### src/rtl/calc_datapath.sv
// calc_datapath: register file (top two entries are PC and LR), single-cycle ALU,
// iterative shift-add multiplier and Z/C flags between the decoder and the memory/IO bus.
// Ops 1-6 write at the same edge; a MUL holds halt_o for DATA_W+1 cycles and writes on the DONE edge.
module calc_datapath #(
    parameter  int DATA_W   = 8,
    parameter  int NUM_REGS = 8,
    localparam int SEL_W    = $clog2(NUM_REGS)
) (
    input  logic                       clk,
    input  logic                       rst,
    input  logic [SEL_W-1:0]           rd_sel_a_i,
    input  logic [SEL_W-1:0]           rd_sel_b_i,
    input  logic [SEL_W-1:0]           wr_sel_i,
    input  logic [1:0]                 src_sel_i,
    input  logic [2:0]                 alu_op_i,
    input  logic                       b_ext_i,
    input  logic                       rd_only_i,
    input  logic                       pc_inc_i,
    input  logic [DATA_W-1:0]          ext_val_i,
    output logic [DATA_W-1:0]          ext_val_o,
    output logic [DATA_W-1:0]          ext_addr_o,
    output logic [NUM_REGS*DATA_W-1:0] regs_o,
    output logic [1:0]                 flags_o,
    output logic                       halt_o
);
    localparam int PC_IDX = NUM_REGS - 2;
    localparam int CNT_W  = $clog2(DATA_W);

    localparam logic [2:0] OP_NOP = 3'd0;
    localparam logic [2:0] OP_ADD = 3'd1;
    localparam logic [2:0] OP_SUB = 3'd2;
    localparam logic [2:0] OP_AND = 3'd3;
    localparam logic [2:0] OP_OR  = 3'd4;
    localparam logic [2:0] OP_XOR = 3'd5;
    localparam logic [2:0] OP_SHL = 3'd6;
    localparam logic [2:0] OP_MUL = 3'd7;

    typedef enum logic [1:0] {S_IDLE, S_BUSY, S_DONE} state_t;

    state_t                state, state_nxt;
    logic [DATA_W-1:0]     regs [NUM_REGS];
    logic                  flag_c, flag_z;
    logic [2*DATA_W-1:0]   mcand, acc;
    logic [DATA_W-1:0]     mplier;
    logic [CNT_W-1:0]      cnt;
    logic                  halt_busy;
    logic [DATA_W-1:0]     op_a, reg_b, op_b;
    logic [DATA_W-1:0]     alu_res, wr_dat;
    logic                  alu_c, alu_vld, wr_en;

    assign op_a       = regs[rd_sel_a_i];
    assign reg_b      = regs[rd_sel_b_i];
    assign op_b       = b_ext_i ? ext_val_i : reg_b;
    assign ext_val_o  = op_a;
    assign ext_addr_o = reg_b;
    assign flags_o    = {flag_c, flag_z};
    // The decoder may still present MUL while in reset; keep the stall low then.
    assign halt_o     = halt_busy & ~rst;

    for (genvar g = 0; g < NUM_REGS; g++) begin : g_flat
        assign regs_o[g*DATA_W +: DATA_W] = regs[g];
    end

    // ALU: result, carry and validity; MUL result is only valid on the DONE cycle
    always_comb begin
        alu_res = '0;
        alu_c   = flag_c;
        alu_vld = 1'b1;
        case (alu_op_i)
            OP_ADD: {alu_c, alu_res} = {1'b0, op_a} + {1'b0, op_b};
            OP_SUB: {alu_c, alu_res} = {1'b0, op_a} - {1'b0, op_b};
            OP_AND: alu_res = op_a & op_b;
            OP_OR:  alu_res = op_a | op_b;
            OP_XOR: alu_res = op_a ^ op_b;
            OP_SHL: begin
                alu_res = {op_a[DATA_W-2:0], 1'b0};
                alu_c   = op_a[DATA_W-1];
            end
            OP_MUL: begin
                alu_res = acc[DATA_W-1:0];
                alu_c   = |acc[2*DATA_W-1:DATA_W];
                alu_vld = (state == S_DONE);
            end
            default: alu_vld = 1'b0;
        endcase
    end

    // Write source selection and enable
    always_comb begin
        wr_dat = op_a;
        case (src_sel_i)
            2'd0:    wr_dat = op_a;
            2'd1:    wr_dat = ext_val_i;
            2'd2:    wr_dat = alu_res;
            default: wr_dat = reg_b;
        endcase
        wr_en = ~rd_only_i & ~halt_busy & ((src_sel_i != 2'd2) | alu_vld);
    end

    // Multiplier FSM next state and stall
    always_comb begin
        state_nxt = state;
        halt_busy = 1'b0;
        case (state)
            S_IDLE: begin
                if (alu_op_i == OP_MUL) begin
                    halt_busy = 1'b1;
                    state_nxt = S_BUSY;
                end
            end
            S_BUSY: begin
                halt_busy = 1'b1;
                if (cnt == CNT_W'(DATA_W - 1)) state_nxt = S_DONE;
            end
            S_DONE:  state_nxt = S_IDLE;
            default: state_nxt = S_IDLE;
        endcase
    end

    // FSM state register
    always_ff @(posedge clk or posedge rst) begin
        if (rst) state <= S_IDLE;
        else     state <= state_nxt;
    end

    // Shift-add multiplier: latch operands on issue, one partial product per BUSY cycle
    always_ff @(posedge clk or posedge rst) begin
        if (rst) begin
            mcand  <= '0;
            mplier <= '0;
            acc    <= '0;
            cnt    <= '0;
        end else if (state == S_IDLE && alu_op_i == OP_MUL) begin
            mcand  <= {{DATA_W{1'b0}}, op_a};
            mplier <= op_b;
            acc    <= '0;
            cnt    <= '0;
        end else if (state == S_BUSY) begin
            if (mplier[0]) acc <= acc + mcand;
            mcand  <= mcand << 1;
            mplier <= mplier >> 1;
            cnt    <= cnt + CNT_W'(1);
        end
    end

    // Flags follow every valid ALU result, even when the register write is suppressed
    always_ff @(posedge clk or posedge rst) begin
        if (rst) begin
            flag_c <= 1'b0;
            flag_z <= 1'b0;
        end else if (alu_vld) begin
            flag_c <= alu_c;
            flag_z <= (alu_res == '0);
        end
    end

    // Register file; an explicit write to PC overrides the increment
    always_ff @(posedge clk or posedge rst) begin
        if (rst) begin
            for (int i = 0; i < NUM_REGS; i++) regs[i] <= '0;
        end else begin
            if (pc_inc_i && !halt_busy) regs[PC_IDX] <= regs[PC_IDX] + DATA_W'(1);
            if (wr_en) regs[wr_sel_i] <= wr_dat;
        end
    end
endmodule

### config.mk
export PLATFORM = sky130hd
export DESIGN_NAME = calc_datapath
export DESIGN_NICKNAME = d
export VERILOG_FILES = /design/src/rtl/calc_datapath.sv
export SDC_FILE = /design/constraint.sdc
export NUM_CORES = 1
export LEC_CHECK = 0
export CORE_ASPECT_RATIO = 0.7
export CORE_MARGIN = 4
export CORE_UTILIZATION = 59
export CTS_BUF_LIST = sky130_fd_sc_hd__clkbuf_16
export DETAILED_ROUTE_END_ITERATION = 12
export PLACE_DENSITY_LB_ADDON = 0.25
export SYNTH_ARGS = -nofsm -noshare
export SYNTH_HDL_FRONTEND = slang
export SYNTH_SLANG_ARGS = --single-unit
### constraint.sdc
create_clock -name clk -period 8.5 [get_ports clk]
set_input_delay 1.7 -clock clk [delete_from_list [all_inputs] [get_ports clk]]
set_output_delay 1.7 -clock clk [all_outputs]
set_load 0.005 [all_outputs]
==> results.md <==
- Outcome: finished, final reports clean
- Wire per inst: 21.90 um
- Share of cells above drive strength 1: 0.1242
- Yosys cell types: 75
- Max Clock Skew: 0.01135 ns
- Inserted Clock Buffers: 9
- Clk buf depth: 2
- RSZ-0062 raised after global routing: no
- Worst Path Arrival: 6.46 ns
- Clock Latency Late Sink: 0.35 ns
- Leakage dissipation: just over 0.004 uW
- Total die area: between 15000 and 20000 um^2
- Main synth FF type: dfrtp_1
- Design Area, Final: 9371 um^2
- Initial Utilization: 0.6037
- Worst Path Buf+Inv: 2
- Worst Hold Class: reg -> reg
- I/O Pins: 110
- Gr usage total: 0.3088
- Top delay family on crit path: multiplexers
- Antenna cell count: 0
- Port bufs: 109
- R2R Setup Slk: 4.44 ns
- Post-layout net count: 986
- Post-Syn Nets: roughly 900
- Core box area: 13140 um^2
- CTS tree: done
- Ys async rst share: 1.000
- Final Util: 0.7133
- Setup violators final: 0
- Drc violations: 0
- Final min period: 6.252 ns
- First-pass GRT wire length: 38410 um
- Post-synthesis average cell area: ~9.6 um^2
- Met2 wire len: 10320 um
- Least-Margin Pin Slew: 1.262 ns
- F_max: about 0.16 GHz
- Hold Fails Final Rpt: 0
- Final Routed Wirelength: 23740 um
- Area of placed instances: 9091 um^2
- Met3 WL post-DR: 2528 um
- Root buffer cell: clkbuf_16
- Post-synth EDFFs: 0
- DP HPWL: between 15000 and 20000 um
- Register area share after synthesis: 0.3502
- Antenna viol nets, final: 0
- Initial antenna violation count: 0
- Setup TNS: 0 ns
- Clock transition at path regs: 0.08 ns
- Highest metal used: met4
- Via-to-Cell Ratio: 6.568
- Startpoint types: input pin
- Total of max-cap violations: 0
- Die Ht: ~110 um
- Die W: 146.6 um
- Post-CTS setup buffer count: 0
- Flops & latches, synth: 111
- Worst Path Required: 8.71 ns
- Grt ovf: 0
- Crit-path max cell delay: 1.18 ns
- CP Cell Sequence: clkdlybuf4s50_1 -> mux4_2 -> mux2_2 -> mux2_2 -> inv_1 -> ha_1 -> a211oi_1 -> o21ai_0 -> a21oi_1 -> mux2i_1 -> a41oi_1 -> nor2_2 -> mux2i_1
- Vias in the first global route: 6942
- Total number of vias: 7120
- Final non-filler cell total: 1084
- Power after layout: between 3000 and 4000 uW
- Sinks on Clock Net: roughly 110
- Setup CP Type: in -> reg
- Slowest CP cell: clkdlybuf4s50_1
- Part of the cycle the worst path needs: 0.7355
- DRC marker count from the first detailed-route iteration: 723
- Max Slew Vio Count: 0
- Post-CTS sizing: 0
- Layout Area Growth over Synthesis: 18.16%
- Largest net degree at the start of global routing: 66
- Mapped Area: between 7000 and 8000 um^2
- H-tree levels: 3
- CP Capture Type: flip-flop
- DRT Pass-1 Iters: 5
- Worst Path Max Fanout: 16
- Post-Syn Instances: 830
- Max VDD drop: 0.1782 mV
- Synth warn: 0
- Hold-fix buffers, CTS: 0
- Cells after DPL: between 1000 and 1500
- Pwr Density: between 300 and 400 nW/um^2
- Met1 WL: 10630 um
- Worst slew margin: 0.1555
- Placer Congestion: ~0.93
- Std-Cell Rows: 35
flip-flops by register name (all words and copies together), names as in the netlist:
signal	cells
acc	16
cnt	3
flag_c	1
flag_z	1
mcand	16
mplier	8
regs_o	64
state	2
cell type report:
class,instances,area [um^2]
tap,166,207.7
timing repair buffer,121,1181
inverter,39,148.9
fill,1018,3766
clock buffer,9,225.2
sequential,111,2778
clock inverter,6,55.05
multi-input combinational,632,4776
cells by family (layout without fill, tap and decap cells):
kind of cell | after synthesis | in the layout | share of synthesized area
AO/OA/AOI/OAI | 202 | 202 | 0.1644
XOR/XNOR | 17 | 17 | 0.01877
adder cells (fa/ha/maj) | 45 | 45 | 0.07383
multiplexers | 108 | 108 | 0.1912
buffers and inverters | 87 | 175 | 0.04764
AND/OR/NAND/NOR | 260 | 260 | 0.1540
flip-flops | 111 | 111 | 0.3502
worst reg2reg max path: cells and delay by family (launching register included):
family	cells	cell delay [ns]
adders and majority gates	1	0.31
muxes	5	1.56
DFF	1	0.47
buffers and inverters	1	0.17
and+or+nand+nor	1	0.35
AOI/OAI and AO/OA	4	1.05
layer usage:
layer	GRT usage	vias up
li1	-	3186
met1	0.4733	3509
met2	0.4486	401
met3	0.07152	24
met4	0.06107	0
met5	0	-
where the power goes:
group	leakage, uW	switching, uW	total [uW]	internal, uW
Clock	0.000135	210	413	203
Combinational	0.00255	940	1880	944
Sequential	0.00140	269	1030	759
Total	0.00408	1420	3320	1910
layout by cell type, fill, tap and decap left out, types with 7 or more instances in the layout:
cell / instances
o21ai_1: 20
clkbuf_16: 9
buf_4: 12
mux2_2: 40
inv_1: 35
dfrtp_1: 111
nand3_1: 18
nor2b_1: 9
nor3_1: 10
xor2_1: 10
a211oi_1: 9
xnor2_1: 7
mux2i_1: 33
a21oi_1: 48
ha_1: 42
and3_1: 9
clkdlybuf4s50_1: 109
o21ai_0: 45
nand2b_1: 11
mux4_2: 25
nand2_1: 92
nor2_1: 68
a31oi_1: 17
stage by stage:
stage | hold WS (ns) | setup WS, ns
6_report | 0.4898 | 2.248
4_1_cts | 0.4959 | 2.291
3_3_place_gp | 0.4640 | 2.025
3_5_place_dp | 0.4791 | 1.945
2_1_floorplan | 0.4482 | 3.125
5_1_grt | 0.5425 | 2.051
final timing paths:
path / endpoint / start / cells after the start
max in group asynchronous: regs_o[62] / rst / 3
hold / removal: flag_c / flag_c / 2
setup / recovery: regs_o[55] / rd_sel_b_i[0] / 13
setup reg to reg: regs_o[55] / regs_o[49] / 12
min in group asynchronous: cnt[0] / rst / 2
hold reg to reg: flag_c / flag_c / 2
Yosys cell counts, drive strengths merged (19+ instances only):
library cell  instances  area (um^2)
o21ai                65        325.3
mux2i                33        330.3
nand3                19        100.1
buf                  22        133.9
mux4                 28        641.9
nor2                 69        261.5
dfrtp               111         2778
nand2                92        345.3
ha                   42        525.5
clkbuf               26        97.59
a21oi                48        240.2
mux2                 47        544.3
a31oi                19        140.1
inv                  39        146.4
Note: power is estimated with default switching activity, not from simulation.
